### config.mk
export PLATFORM = sky130hd
export DESIGN_NAME = seq_detect_ctrl_flat
export DESIGN_NICKNAME = d
export VERILOG_FILES = /design/src/rtl/seq_detect_pkg.sv /design/src/rtl/seq_detect_ctrl_if.sv /design/src/rtl/seq_match_core.sv /design/src/rtl/seq_detect_ctrl.sv /design/src/flat_wrapper.sv
export SDC_FILE = /design/constraint.sdc
export NUM_CORES = 1
export LEC_CHECK = 0
export CAP_MARGIN = 10
export CORE_MARGIN = 5
export CORE_UTILIZATION = 50
export CTS_CLUSTER_SIZE = 12
export DETAILED_ROUTE_END_ITERATION = 16
export MAX_ROUTING_LAYER = met4
export PLACE_DENSITY = 0.77
export SYNTH_ARGS = -nofsm -noshare
export SYNTH_HDL_FRONTEND = slang
export SYNTH_SLANG_ARGS = --single-unit
export TNS_END_PERCENT = 100
### constraint.sdc
create_clock -name clk -period 7.4 [get_ports clk]
set_input_delay 1.48 -clock clk [delete_from_list [all_inputs] [get_ports clk]]
set_output_delay 1.48 -clock clk [all_outputs]
set_load 0.1 [all_outputs]
### src/rtl/seq_detect_pkg.sv
// Shared types, default widths and config checks for the serial pattern detector run controller.
package seq_detect_pkg;

  localparam int PAT_MAX = 8;
  localparam int CNT_W   = 8;
  localparam int TMO_W   = 16;

  typedef enum logic [1:0] {
    IDLE = 2'd0,
    ARM  = 2'd1,
    RUN  = 2'd2,
    DONE = 2'd3
  } state_t;

  // A run needs a pattern length in 1..pat_max and a nonzero target count.
  function automatic logic cfg_legal(input logic [3:0] len, input logic target_nz,
                                     input int pat_max);
    return (len != 4'd0) && (int'(len) <= pat_max) && target_nz;
  endfunction

endpackage

### src/rtl/seq_detect_ctrl_if.sv
// Host/config and serial-stream signals of the pattern detector run controller.
interface seq_detect_ctrl_if
  import seq_detect_pkg::*;
#(
  parameter int PAT_MAX = seq_detect_pkg::PAT_MAX,
  parameter int CNT_W   = seq_detect_pkg::CNT_W,
  parameter int TMO_W   = seq_detect_pkg::TMO_W
);
  logic               start;
  logic               abort;
  logic [PAT_MAX-1:0] cfg_pattern;
  logic [3:0]         cfg_len;
  logic [CNT_W-1:0]   cfg_target;
  logic [TMO_W-1:0]   cfg_timeout;
  logic               data_in;
  logic               data_valid;
  logic               busy;
  logic               match_pulse;
  logic [CNT_W-1:0]   match_cnt;
  logic               done;
  logic               timeout;
  logic               err;

  modport master (
    output start, abort, cfg_pattern, cfg_len, cfg_target, cfg_timeout, data_in, data_valid,
    input  busy, match_pulse, match_cnt, done, timeout, err
  );

  modport slave (
    input  start, abort, cfg_pattern, cfg_len, cfg_target, cfg_timeout, data_in, data_valid,
    output busy, match_pulse, match_cnt, done, timeout, err
  );
endinterface

### src/rtl/seq_match_core.sv
// Bit-serial matcher: shift register, saturating history count and masked pattern compare.
module seq_match_core
  import seq_detect_pkg::*;
#(
  parameter int PAT_MAX = seq_detect_pkg::PAT_MAX,
  parameter bit REPEAT  = 1'b1
) (
  input  logic               clk,
  input  logic               rst_n,
  input  logic               clr,
  input  logic               shift,
  input  logic               bit_in,
  input  logic [3:0]         len,
  input  logic [PAT_MAX-1:0] pattern,
  output logic               match
);

  logic [PAT_MAX-1:0] sr, sr_nxt, mask;
  logic [3:0]         hist, hist_nxt;

  always_comb begin
    mask = '0;
    for (int i = 0; i < PAT_MAX; i++) mask[i] = (i < int'(len));
    sr_nxt   = {sr[PAT_MAX-2:0], bit_in};
    hist_nxt = (hist >= len) ? hist : hist + 4'd1;
    match    = shift && (hist_nxt >= len) && (((sr_nxt ^ pattern) & mask) == '0);
  end

  // Non-overlapping mode restarts the history so the next match needs len fresh bits.
  always_ff @(posedge clk or negedge rst_n) begin
    if (!rst_n) begin
      sr   <= '0;
      hist <= '0;
    end else if (clr) begin
      sr   <= '0;
      hist <= '0;
    end else if (shift) begin
      sr   <= sr_nxt;
      hist <= (match && !REPEAT) ? 4'd0 : hist_nxt;
    end
  end

endmodule

### src/rtl/seq_detect_ctrl.sv
// Run controller for the serial pattern detector: FSM, match counter, timeout and status outputs.
// Build option SEQ_DETECT_CTRL_TIMEOUT_EN adds the RUN-cycle timeout counter.
//
// state | meaning
// IDLE  | waiting for start; config checked here
// ARM   | one cycle: clear matcher, match count and timeout counter
// RUN   | accept qualified bits, count matches
// DONE  | one cycle: done asserted
module seq_detect_ctrl
  import seq_detect_pkg::*;
#(
  parameter int PAT_MAX = seq_detect_pkg::PAT_MAX,
  parameter int CNT_W   = seq_detect_pkg::CNT_W,
  parameter int TMO_W   = seq_detect_pkg::TMO_W,
  parameter bit REPEAT  = 1'b1
) (
  input logic              clk,
  input logic              rst_n,
  seq_detect_ctrl_if.slave ifc
);

  state_t             state, state_nxt;
  logic [PAT_MAX-1:0] pat_q;
  logic [3:0]         len_q;
  logic [CNT_W-1:0]   tgt_q, cnt_q, cnt_inc;
  logic               pulse_q, err_q;
  logic               legal, accept_start, shift, match, hit_target, tmo_expire;

  assign legal        = cfg_legal(ifc.cfg_len, |ifc.cfg_target, PAT_MAX);
  assign accept_start = (state == IDLE) && ifc.start && legal;
  assign shift        = (state == RUN) && ifc.data_valid && !ifc.abort;
  assign cnt_inc      = cnt_q + 1'b1;
  assign hit_target   = match && (cnt_inc == tgt_q);

  seq_match_core #(.PAT_MAX(PAT_MAX), .REPEAT(REPEAT)) u_core (
    .clk     (clk),
    .rst_n   (rst_n),
    .clr     (state == ARM),
    .shift   (shift),
    .bit_in  (ifc.data_in),
    .len     (len_q),
    .pattern (pat_q),
    .match   (match)
  );

  always_ff @(posedge clk or negedge rst_n) begin
    if (!rst_n) state <= IDLE;
    else        state <= state_nxt;
  end

  // Abort outranks both target and timeout; target outranks timeout.
  always_comb begin
    state_nxt = state;
    case (state)
      IDLE:    if (accept_start) state_nxt = ARM;
      ARM:     state_nxt = ifc.abort ? IDLE : RUN;
      RUN:     if (ifc.abort) state_nxt = IDLE;
               else if (hit_target || tmo_expire) state_nxt = DONE;
      DONE:    state_nxt = IDLE;
      default: state_nxt = IDLE;
    endcase
  end

  always_ff @(posedge clk or negedge rst_n) begin
    if (!rst_n) begin
      pat_q   <= '0;
      len_q   <= '0;
      tgt_q   <= '0;
      cnt_q   <= '0;
      pulse_q <= 1'b0;
      err_q   <= 1'b0;
    end else begin
      pulse_q <= match;
      err_q   <= (state == IDLE) && ifc.start && !legal;
      if (accept_start) begin
        pat_q <= ifc.cfg_pattern;
        len_q <= ifc.cfg_len;
        tgt_q <= ifc.cfg_target;
      end
      if (state == ARM)  cnt_q <= '0;
      else if (match)    cnt_q <= cnt_inc;
    end
  end

`ifdef SEQ_DETECT_CTRL_TIMEOUT_EN
  logic [TMO_W-1:0] tmo_cfg_q, tmo_cnt, tmo_inc;
  logic             tmo_flag_q;

  assign tmo_inc    = tmo_cnt + 1'b1;
  assign tmo_expire = (state == RUN) && (tmo_cfg_q != '0) && (tmo_inc == tmo_cfg_q);

  always_ff @(posedge clk or negedge rst_n) begin
    if (!rst_n) begin
      tmo_cfg_q  <= '0;
      tmo_cnt    <= '0;
      tmo_flag_q <= 1'b0;
    end else begin
      if (accept_start) begin
        tmo_cfg_q  <= ifc.cfg_timeout;
        tmo_flag_q <= 1'b0;
      end else if ((state == RUN) && !ifc.abort && !hit_target && tmo_expire) begin
        tmo_flag_q <= 1'b1;
      end
      if (state == ARM)      tmo_cnt <= '0;
      else if (state == RUN) tmo_cnt <= tmo_inc;
    end
  end

  assign ifc.timeout = tmo_flag_q;
`else
  logic unused_cfg_timeout;

  assign unused_cfg_timeout = ^ifc.cfg_timeout;
  assign tmo_expire         = 1'b0;
  assign ifc.timeout        = 1'b0;
`endif

  assign ifc.busy        = (state != IDLE);
  assign ifc.done        = (state == DONE);
  assign ifc.match_pulse = pulse_q;
  assign ifc.match_cnt   = cnt_q;
  assign ifc.err         = err_q;

endmodule

### src/flat_wrapper.sv
// flat-port wrapper written by rule: the top's interface ports become plain ports
module seq_detect_ctrl_flat import seq_detect_pkg::*;
#(
  parameter int PAT_MAX = seq_detect_pkg::PAT_MAX,
  parameter int CNT_W   = seq_detect_pkg::CNT_W,
  parameter int TMO_W   = seq_detect_pkg::TMO_W,
  parameter bit REPEAT  = 1'b1
)
  (clk, rst_n, ifc_start, ifc_abort, ifc_cfg_pattern, ifc_cfg_len, ifc_cfg_target, ifc_cfg_timeout, ifc_data_in, ifc_data_valid, ifc_busy, ifc_match_pulse, ifc_match_cnt, ifc_done, ifc_timeout, ifc_err);
  seq_detect_ctrl_if #(.PAT_MAX(PAT_MAX), .CNT_W(CNT_W), .TMO_W(TMO_W)) ifc_i ();
  input logic clk;
  input logic rst_n;
  input wire logic [$bits(ifc_i.start)-1:0] ifc_start;
  input wire logic [$bits(ifc_i.abort)-1:0] ifc_abort;
  input wire logic [$bits(ifc_i.cfg_pattern)-1:0] ifc_cfg_pattern;
  input wire logic [$bits(ifc_i.cfg_len)-1:0] ifc_cfg_len;
  input wire logic [$bits(ifc_i.cfg_target)-1:0] ifc_cfg_target;
  input wire logic [$bits(ifc_i.cfg_timeout)-1:0] ifc_cfg_timeout;
  input wire logic [$bits(ifc_i.data_in)-1:0] ifc_data_in;
  input wire logic [$bits(ifc_i.data_valid)-1:0] ifc_data_valid;
  output wire logic [$bits(ifc_i.busy)-1:0] ifc_busy;
  output wire logic [$bits(ifc_i.match_pulse)-1:0] ifc_match_pulse;
  output wire logic [$bits(ifc_i.match_cnt)-1:0] ifc_match_cnt;
  output wire logic [$bits(ifc_i.done)-1:0] ifc_done;
  output wire logic [$bits(ifc_i.timeout)-1:0] ifc_timeout;
  output wire logic [$bits(ifc_i.err)-1:0] ifc_err;
  assign ifc_i.start = ifc_start;
  assign ifc_i.abort = ifc_abort;
  assign ifc_i.cfg_pattern = ifc_cfg_pattern;
  assign ifc_i.cfg_len = ifc_cfg_len;
  assign ifc_i.cfg_target = ifc_cfg_target;
  assign ifc_i.cfg_timeout = ifc_cfg_timeout;
  assign ifc_i.data_in = ifc_data_in;
  assign ifc_i.data_valid = ifc_data_valid;
  assign ifc_busy = ifc_i.busy;
  assign ifc_match_pulse = ifc_i.match_pulse;
  assign ifc_match_cnt = ifc_i.match_cnt;
  assign ifc_done = ifc_i.done;
  assign ifc_timeout = ifc_i.timeout;
  assign ifc_err = ifc_i.err;
  seq_detect_ctrl #(.PAT_MAX(PAT_MAX), .CNT_W(CNT_W), .TMO_W(TMO_W), .REPEAT(REPEAT)) u_core (.clk(clk), .rst_n(rst_n), .ifc(ifc_i));
endmodule
==> impl_results.md, run 1 <==
* Slew Limit Fails at 0
* Crit start category: input port
* Run status: finished clean
* Storage element area at 1080 um2
* Global-route wire length before repair at 7660 um
* IO Port Bufs at 37
* FILL cells at 385
* Fin area at 2860 um2
* Final Cycle Share at 57.5%
* Number of max-cap violations at 0
* Reg2Reg Depth at 14
* Pin count of the biggest net entering global routing at 44
* Required @ worst endpoint at 7.58 ns
* Crit Path Category: input port to flip-flop
* Design Power at 0.634 mW
* Crit path launch: ifc_abort
* I/O pins at 55
* Initial Util at 50.9%
* CP endpoint kind: flip-flop
* Nets at 315
* Post-DP HPWL at 3460 um
* Commonest non-fill, non-tap cell in the layout: dfrtp_1
* Post-Syn Area at 2370 um2
* Root buf cell: clkbuf_8
* Final wirelength at 4610 um
* Hold buffer count at CTS at 0
* Antenna-violating nets left at 0
* Clk_lat worst skew at 0.30 ns
* Met1 GRT Util at 21.6%
* Hold Worst Slack at 0.537 ns
* Core area at 4660 um2
* # rows at 25
* Post-CTS setup buffer count at 0
* TritonCTS Buffers at 5
* Overflow after GRT at 0
* Slew HR at 32.5%
* # DRC at 0
* Synth Register Bits at 43
* FF-to-FF End: u_core.ifc.match_cnt[7]$_DFFE_PN0P_
* Achievable Freq at 235 MHz
* Leak pwr at 1.26 nW
* Maximum vdd drop at 0.128 mV
* Mean Syn Cell Area at 10.5 um2
* Final Wtd Congestion at 0.770
* Die Area at 6220 um2
* Post_cts resized at 0
* H-tree levels at 2
* CP max FO at 22
* Util after Layout at 61.4%
* Syn_nets at 279
* Gr busiest metal: met2
* Initial DRC Count at 92
* Vias in the first global route at 1630
* Final Hold Viols at 0
* Ratio of cells with drive above 1 in the final layout at 11.7%
* Multi-input logic area at 1230 um2
* WL/cell at 14.5 um
* Die height at 78.9 um
* Final setup fails at 0
* ANT cells at 0
* Crit path time final at 4.25 ns
* Setup TNS at 0 ns
* Worst Skew at 0.00961 ns
* Hold Crit Class: flip-flop to flip-flop
* Mapped Cells at 227
* RSZ-0062 raised after global routing: false
* Synth unique cells at 41
* M3 GR Usage at 3.17%
* GRT Overall Usage at 16.2%
* Post-synthesis sequential area ratio at 45.4%
* Initial antenna violation count at 0
* Pwr dens at 222 nW/um2
* Synth warnings at 0
* Crit Reg-Reg Startpoint: u_core.u_core.hist[0]$_DFFE_PN0P_
* Vias/cell at 5.55
* Synthesis-to-finish area growth at 20.6%
* Commonest non-fill, non-tap cells in the layout: dfrtp_1 (43), clkdlybuf4s50_1 (36), nand2_1 (28)
* Vias at 1764
* Drt pass-1 iters at 4
* CTS tree: yes
* CTS Sinks at 43
* Worst Tran Pin Value at 1.01 ns
* Worst R2R Setup Slack at 3.20 ns
* Bufs on Longest Clock Path at 2
* Width of the die at 78.9 um
* Arr. time, crit path at 4.44 ns
* GRT met2 Usage at 25.0%
* Placed cell area at 2770 um2
* Worst-path clk slew at 0.09 ns
* CP endpoint: u_core.ifc.match_cnt[7]$_DFFE_PN0P_
==> worst max-delay path: stages <==
cell,delay (ns)
clkdlybuf4s50_1,0.45
nor3b_1,0.29
and2_1,0.62
o221ai_1,0.31
nor4_4,0.72
nor2_2,0.17
a221o_1,0.39
==> how the worst min path moves through the flow <==
stage / from / slack (ns) / endpoint / depth (start not counted)
floorplan: u_core.u_core.sr[1]$_DFFE_PN0P_ / 0.49 / u_core.u_core.sr[2]$_DFFE_PN0P_ / 2
global placement: u_core.u_core.sr[3]$_DFFE_PN0P_ / 0.51 / u_core.u_core.sr[4]$_DFFE_PN0P_ / 2
detailed placement: u_core.u_core.sr[3]$_DFFE_PN0P_ / 0.52 / u_core.u_core.sr[4]$_DFFE_PN0P_ / 2
CTS: u_core.u_core.sr[3]$_DFFE_PN0P_ / 0.54 / u_core.u_core.sr[4]$_DFFE_PN0P_ / 2
global route: u_core.tgt_q[1]$_DFFE_PN0P_ / 0.55 / u_core.tgt_q[1]$_DFFE_PN0P_ / 1
finish: u_core.u_core.sr[3]$_DFFE_PN0P_ / 0.54 / u_core.u_core.sr[4]$_DFFE_PN0P_ / 2
==> state kept, by name (all words and copies together), names as in the netlist <==
name,flops
u_core.pat_q,8
u_core.len_q,4
u_core.state,2
u_core.ifc.err,1
u_core.u_core.hist,4
u_core.u_core.sr,7
u_core.ifc.match_pulse,1
u_core.tgt_q,8
u_core.ifc.match_cnt,8
==> metal layers <==
metal	up-vias	share of wire, %
li1	880	-
met1	850	49
met2	27	46
met3	7	3.2
met4	0	1.6
met5	-	0
==> cell type report <==
cell class,instances,share of cell area (%)
clock buffer,5,2.40
clock inverter,3,0.918
inverter,8,1.05
multi-input combinational,168,42.9
sequential,43,37.6
tap,54,2.36
timing repair buffer,37,12.8
==> metrics by stage <==
| stage | cells | setup WS, ns |
|---|---|---|
| after floorplan | 227 | 3.94 |
| after global placement | 310 | 2.89 |
| after detailed placement | 310 | 2.83 |
| after CTS | 318 | 3.14 |
| after global routing | 318 | 2.75 |
| final | 318 | 3.15 |
==> synth_stat cells (all sizes together) <==
master | instances | share of area, %
mux2i | 3 | 1.3
nand2 | 28 | 4.4
a22o | 1 | 0.37
and3 | 6 | 1.6
o21a | 1 | 0.32
a32o | 1 | 0.42
nand3 | 4 | 0.84
clkbuf | 5 | 0.79
and4b | 1 | 0.42
a21o | 3 | 0.95
o32a | 1 | 0.42
nor2 | 7 | 1.3
nor3 | 1 | 0.21
and2 | 2 | 0.53
o31ai | 2 | 0.63
a221o | 1 | 0.42
xor2 | 5 | 1.8
a41o | 2 | 0.84
inv | 8 | 1.3
dfrtp | 43 | 45
buf | 3 | 0.84
ha | 10 | 5.3
a31oi | 1 | 0.26
a22oi | 1 | 0.32
nor3b | 4 | 1.3
o221ai | 2 | 0.74
nand4 | 1 | 0.26
nor2b | 2 | 0.53
a211o | 4 | 1.5
o21ai | 15 | 3.2
nor4 | 5 | 2.0
a21oi | 8 | 1.7
o211ai | 1 | 0.32
xnor2 | 20 | 7.4
mux2 | 18 | 8.5
nand2b | 5 | 1.3
or2 | 1 | 0.26
conb | 1 | 0.16
==> kinds of logic after synthesis <==
group	count (synthesis)	synth area share, %
AOI/OAI and AO/OA	44	12.3
adders and majority gates	10	5.27
other	1	0.158
xor gates and xnor gates	25	9.23
and+or+nand+nor	67	14.9
muxes	21	9.81
DFF	43	45.4
buffers and inverters	16	2.90
==> where the power goes <==
| group | switching, mW | total, mW | leakage (nW) | internal (mW) |
|---|---|---|---|---|
| combinational | 0.0864 | 0.174 | 0.657 | 0.0880 |
| clock | 0.0886 | 0.158 | 0.0491 | 0.0694 |
| sequential | 0.0330 | 0.302 | 0.557 | 0.269 |
| total | 0.208 | 0.634 | 1.26 | 0.426 |
No activity file was read; power rests on OpenSTA's default activity.
==> run 2, diff against run 1 <==
--- a/config.mk
+++ b/config.mk
@@ -7,11 +7,11 @@
 export LEC_CHECK = 0
 export CAP_MARGIN = 10
 export CORE_MARGIN = 5
-export CORE_UTILIZATION = 50
+export CORE_UTILIZATION = 45
 export CTS_CLUSTER_SIZE = 12
 export DETAILED_ROUTE_END_ITERATION = 16
 export MAX_ROUTING_LAYER = met4
-export PLACE_DENSITY = 0.77
+export PLACE_DENSITY = 0.73
 export SYNTH_ARGS = -nofsm -noshare
 export SYNTH_HDL_FRONTEND = slang
 export SYNTH_SLANG_ARGS = --single-unit
==> constraint.sdc (replaced) <==
create_clock -name clk -period 3.9 [get_ports clk]
set_input_delay 0.78 -clock clk [delete_from_list [all_inputs] [get_ports clk]]
set_output_delay 0.78 -clock clk [all_outputs]
set_load 0.1 [all_outputs]
==> run 2 against run 1 <==
Against the previous run: routed wire length up 4.8%; cell count up 6.6%; first-iteration DRC count down 40%; non-clock buffer count up 5; global-route usage up 0.091 points; critical path depth up 9; count of clock-buffer cells in the layout unchanged; total power up 89%; clock skew down 0.0061 ns; combinational power up 94%; sequential cell count unchanged; register-to-register slack worse by 2.9 ns; critical endpoint unchanged; largest power group unchanged.
==> impl_results.md, run 2 (synthesis gave the netlist of run 1 again) <==
* Run status: finished clean
* GRT Overall Usage at 16.3%
* Post_cts resized at 0
* Final Wtd Congestion at 0.800
* Hold Crit Class: flip-flop to flip-flop
* Final Hold Viols at 0
* Hold Worst Slack at 0.539 ns
* Hold buffer count at CTS at 0
* Post-DP HPWL at 3600 um
* Initial DRC Count at 55
* Crit path time final at 3.60 ns
* Synthesis-to-finish area growth at 23.3%
* Initial Util at 46.4%
* WL/cell at 14.2 um
* Final Cycle Share at 92.4%
* Worst-path clk slew at 0.08 ns
* Hold path depth at 2
* Maximum vdd drop at 0.270 mV
* Commonest non-fill, non-tap cells in the layout: dfrtp_1 (43), clkdlybuf4s50_1 (36), nand2_1 (28)
* Slew Limit Fails at 0
* Root buf cell: clkbuf_8
* ANT cells at 0
* Pwr dens at 409 nW/um2
* Drt pass-1 iters at 4
* CTS tree: yes
* Post-CTS setup buffer count at 0
* Slew HR at 34.7%
* Nets at 320
* CP max FO at 18
* FF-to-FF End: u_core.ifc.match_cnt[7]$_DFFE_PN0P_
* Vias in the first global route at 1735
* Bufs on Longest Clock Path at 2
* Worst Skew at 0.00356 ns
* Hold Path End: u_core.u_core.sr[3]$_DFFE_PN0P_
* Die height at 82.6 um
* Die Area at 6820 um2
* TritonCTS Buffers at 5
* Achievable Freq at 277 MHz
* Reg2Reg Depth at 16
* Width of the die at 82.6 um
* Required @ worst endpoint at 4.08 ns
* Clk_lat worst skew at 0.30 ns
* I/O pins at 55
* H-tree levels at 2
* IO Port Bufs at 37
* Core area at 5110 um2
* Crit Reg-Reg Startpoint: u_core.u_core.hist[0]$_DFFE_PN0P_
* Crit start category: flip-flop
* Commonest non-fill, non-tap cell in the layout: dfrtp_1
* Pin count of the biggest net entering global routing at 44
* Overflow after GRT at 0
* Crit Path Category: flip-flop to flip-flop
* Number of max-cap violations at 0
* Ratio of cells with drive above 1 in the final layout at 13.4%
* Worst R2R Setup Slack at 0.30 ns
* Vias at 1789
* Final setup fails at 0
* Leak pwr at 1.28 nW
* Setup TNS at 0 ns
* Worst Tran Pin Value at 0.976 ns
* Min-delay src: u_core.u_core.sr[2]$_DFFE_PN0P_
* # DRC at 0
* # rows at 26
* RSZ-0062 raised after global routing: false
* CP endpoint kind: flip-flop
* Global-route wire length before repair at 8220 um
* Vias/cell at 5.28
* Arr. time, crit path at 3.79 ns
* Final wirelength at 4830 um
* CTS Sinks at 43
* Antenna-violating nets left at 0
* Initial antenna violation count at 0
==> run 2: cell types whose count changed in the layout (fill, tap and decap cells not counted) <==
| cell | before | now |
|---|---|---|
| clkinv_4 | 1 | 0 |
| buf_4 | 0 | 4 |
| clkinv_2 | 0 | 1 |
| buf_12 | 0 | 1 |
| inv_6 | 2 | 0 |
| clkinvlp_4 | 0 | 2 |
==> run 2: layer usage <==
metal  up-vias  share of wire [%]  global-route usage, %
met5         -                  0                      -
met4         0                1.5                   5.39
met3         6                3.5                   2.93
met2        36                 45                   24.6
met1       863                 50                   22.3
li1        884                  -                      -
==> run 2: metrics by stage <==
| stage | cell area, um2 | instances | utilization (%) | power, mW | setup WS, ns |
|---|---|---|---|---|---|
| global route | 2930 | 339 | 57.3 | 1.27 | 0.0489 |
| CTS | 2930 | 339 | 57.3 | 1.21 | 0.262 |
| global placement | 2840 | 331 | 55.5 | 0.912 | 0.330 |
| finish | 2930 | 339 | 57.3 | 1.20 | 0.296 |
| floorplan | 2370 | 227 | - | 0.818 | 0.445 |
| detailed placement | 2840 | 331 | 55.5 | 0.924 | 0.283 |
==> run 2: worst max-delay path by stage <==
stage / startpoint / to / slack [ns] / depth (start not counted)
after floorplan: u_core.u_core.hist[0]$_DFFE_PN0P_ / u_core.ifc.match_cnt[7]$_DFFE_PN0P_ / 0.44 / 13
after global placement: u_core.u_core.hist[0]$_DFFE_PN0P_ / u_core.ifc.match_cnt[7]$_DFFE_PN0P_ / 0.33 / 16
after detailed placement: u_core.u_core.hist[0]$_DFFE_PN0P_ / u_core.ifc.match_cnt[7]$_DFFE_PN0P_ / 0.28 / 16
after CTS: u_core.u_core.hist[0]$_DFFE_PN0P_ / u_core.ifc.match_cnt[7]$_DFFE_PN0P_ / 0.26 / 16
after global routing: u_core.u_core.hist[0]$_DFFE_PN0P_ / u_core.ifc.match_cnt[7]$_DFFE_PN0P_ / 0.05 / 16
final: u_core.u_core.hist[0]$_DFFE_PN0P_ / u_core.ifc.match_cnt[7]$_DFFE_PN0P_ / 0.30 / 16
==> run 2: area by class of cell <==
class                      instances  area [um2]
fill                             433        2180
multi-input combinational        168        1230
sequential                        43        1080
timing repair buffer              42         415
tap                               70        87.6
clock buffer                       5        68.8
inverter                           8        30.0
clock inverter                     3        20.0
==> run 2: where the power goes <==
group	leakage [nW]	total [mW]	switching, mW	internal, mW
Clock	0.0402	0.285	0.161	0.125
Sequential	0.557	0.573	0.0629	0.510
Combinational	0.686	0.337	0.163	0.174
==> run 2: worst max-delay path, cell delays in order, from the launching register on <==
cell and delay [ns]:
dfrtp_1 0.47, inv_1 0.09, ha_1 0.28, nand2b_1 0.14, a21o_1 0.17, a21o_1 0.17
a21oi_1 0.35, buf_4 0.22, nand2_1 0.07, xnor2_1 0.14, ha_1 0.28, o21a_1 0.10
a21oi_1 0.09, nor4_4 0.28, buf_12 0.18, nor2_2 0.07, a221o_1 0.38
==> run 3, diff against run 2 <==
--- a/config.mk
+++ b/config.mk
@@ -12,6 +12,7 @@
 export DETAILED_ROUTE_END_ITERATION = 16
 export MAX_ROUTING_LAYER = met4
 export PLACE_DENSITY = 0.73
+export SETUP_SLACK_MARGIN = 0.4
 export SYNTH_ARGS = -nofsm -noshare
 export SYNTH_HDL_FRONTEND = slang
 export SYNTH_SLANG_ARGS = --single-unit
==> run 3 against run 2 <==
Against the previous run: maximum frequency is 8.5% higher; sequential power about the same; combinational power up 4%; total power grew 0.99%; count of clock-buffer cells in the layout stayed put; first-iteration DRC count rose by 27%; via count rose by 0.50%; critical path depth down 1.
==> impl_results.md, run 3 (synthesis gave the netlist of run 1 again) <==
* Run status: finished clean
* Die Area at 6820 um2
* Crit Reg-Reg Startpoint: u_core.len_q[0]$_DFFE_PN0P_
* Final setup fails at 0
* Leak pwr at 1.29 nW
* Bufs on Longest Clock Path at 2
* Commonest non-fill, non-tap cells in the layout: dfrtp_1 (41), clkdlybuf4s50_1 (36), nand2_1 (28)
* Hold path depth at 2
* Crit Path Category: flip-flop to flip-flop
* Core area at 5110 um2
* Crit path buf inv count at 2
* CP peak stage delay at 0.45 ns
* Crit path time final at 3.32 ns
* Final Hold Viols at 0
* Slew Limit Fails at 0
* Crit path max-delay family: compound AO/OA/AOI/OAI gates
* GRT Overall Usage at 16.3%
* Reg2Reg Depth at 15
* Worst Tran Pin Value at 0.976 ns
* Crit start category: flip-flop
* Worst Skew at 0.00665 ns
* Min-delay src: u_core.u_core.sr[2]$_DFFE_PN0P_
* Critical-path top delay cell: dfrtp_2
* Hold Path End: u_core.u_core.sr[3]$_DFFE_PN0P_
* Slew HR at 34.7%
* Initial antenna violation count at 0
* Synthesis-to-finish area growth at 24.2%
* Worst R2R Setup Slack at 0.58 ns
* Root buf cell: clkbuf_8
* Achievable Freq at 301 MHz
* ANT cells at 0
* Die height at 82.6 um
* WL/cell at 14.2 um
* Clk_lat worst skew at 0.30 ns
* Vias/cell at 5.29
* Overflow after GRT at 0
* Final wirelength at 4840 um
* Number of max-cap violations at 0
* H-tree levels at 2
* Vias at 1798
* TritonCTS Buffers at 5
* CP endpoint kind: flip-flop
* Commonest non-fill, non-tap cell in the layout: dfrtp_1
* Antenna-violating nets left at 0
* Final Wtd Congestion at 0.800
* Initial DRC Count at 70
* Setup WS pre-CTS at 0.283 ns
* Hold Crit Class: flip-flop to flip-flop
* Slack of the critical path at 0.579 ns
* # DRC at 0
* Setup TNS at 0 ns
* CTS Sinks at 43
* Width of the die at 82.6 um
* Nets at 321
* Required @ worst endpoint at 4.08 ns
* Maximum vdd drop at 0.270 mV
* Global-route wire length before repair at 8220 um
* Final Cycle Share at 85.2%
* RSZ-0062 raised after global routing: false
* Arr. time, crit path at 3.50 ns
* Worst-path cell chain: ha_1, nand2b_1, a21o_1, a21o_1, a21oi_4, buf_4, nand2_1, xnor2_1, ha_1, o21a_1, a21oi_1, nor4_4, buf_12, nor2_2, a221o_1
* I/O pins at 55
* Post-DP HPWL at 3600 um
* FF-to-FF End: u_core.ifc.match_cnt[7]$_DFFE_PN0P_
* Ratio of cells with drive above 1 in the final layout at 14.8%
* IO Port Bufs at 37
* CP max FO at 18
* Pwr dens at 410 nW/um2
* Initial Util at 46.4%
* Pin count of the biggest net entering global routing at 44
* # rows at 26
* Vias in the first global route at 1735
* Worst-path clk slew at 0.09 ns
* CTS tree: yes
* FILL cells at 428
* Drt pass-1 iters at 4
run 3: cell types whose count changed in the layout (fill, tap and decap cells not counted):
| cell | previous run | this run |
|---|---|---|
| a21oi_1 | 8 | 7 |
| a21oi_4 | 0 | 1 |
| buf_4 | 4 | 5 |
| dfrtp_1 | 43 | 41 |
| dfrtp_2 | 0 | 2 |
run 3: per-layer routing:
| metal | vias up | global-route usage (%) | share of wire [%] |
|---|---|---|---|
| met5 | - | - | 0 |
| met4 | 0 | 5.39 | 0.83 |
| met3 | 2 | 2.93 | 4.6 |
| met2 | 48 | 24.6 | 46 |
| met1 | 863 | 22.3 | 48 |
| li1 | 885 | - | - |
run 3: area by class of cell:
cell class	count	area [um2]	share of cell area (%)
clock buffer	5	68.8	2.34
sequential	43	1080	36.6
clock inverter	3	20.0	0.679
tap	70	87.6	2.97
inverter	8	30.0	1.02
timing repair buffer	43	423	14.4
multi-input combinational	168	1240	42.0
run 3: worst register-to-register path, delay by kind of cell (launching register included):
| family | cells | cell delay, ns |
|---|---|---|
| flops | 1 | 0.45 |
| xor+xnor | 1 | 0.14 |
| buf+inv | 2 | 0.35 |
| simple gates | 4 | 0.56 |
| fa+ha+maj | 2 | 0.55 |
| compound gates | 6 | 1.14 |
run 3: timing repair:
item                       4_1_cts  5_1_grt
hold buffers                     0        0
setup endpoints to repair        5        5
setup buffers                    0        1
resized for setup                2        2
run 3: worst max path at each step:
stage | slack (ns) | startpoint | depth (start not counted) | end
after detailed placement | 0.28 | u_core.u_core.hist[0]$_DFFE_PN0P_ | 16 | u_core.ifc.match_cnt[7]$_DFFE_PN0P_
after global placement | 0.33 | u_core.u_core.hist[0]$_DFFE_PN0P_ | 16 | u_core.ifc.match_cnt[7]$_DFFE_PN0P_
final | 0.58 | u_core.len_q[0]$_DFFE_PN0P_ | 15 | u_core.ifc.match_cnt[7]$_DFFE_PN0P_
after global routing | 0.37 | u_core.len_q[0]$_DFFE_PN0P_ | 15 | u_core.ifc.match_cnt[7]$_DFFE_PN0P_
after CTS | 0.45 | u_core.u_core.hist[0]$_DFFE_PN0P_ | 16 | u_core.ifc.match_cnt[7]$_DFFE_PN0P_
after floorplan | 0.44 | u_core.u_core.hist[0]$_DFFE_PN0P_ | 13 | u_core.ifc.match_cnt[7]$_DFFE_PN0P_
run 3: report_power, final:
part           switching [mW]  internal [mW]  leakage (nW)  total (mW)
registers              0.0606          0.511         0.554       0.571
logic                   0.171          0.181         0.693       0.351
clock network           0.160          0.125        0.0402       0.285
run 3: stage by stage:
stage               area, um2  std cells  hold WS [ns]  utilization [%]  power [mW]
floorplan                2370        227         0.484                -       0.818
global placement         2840        331         0.505             55.5       0.912
global route             2950        340         0.557             57.7        1.28
detailed placement       2840        331         0.516             55.5       0.924
finish                   2950        340         0.539             57.7        1.21
CTS                      2930        339         0.545             57.4        1.21
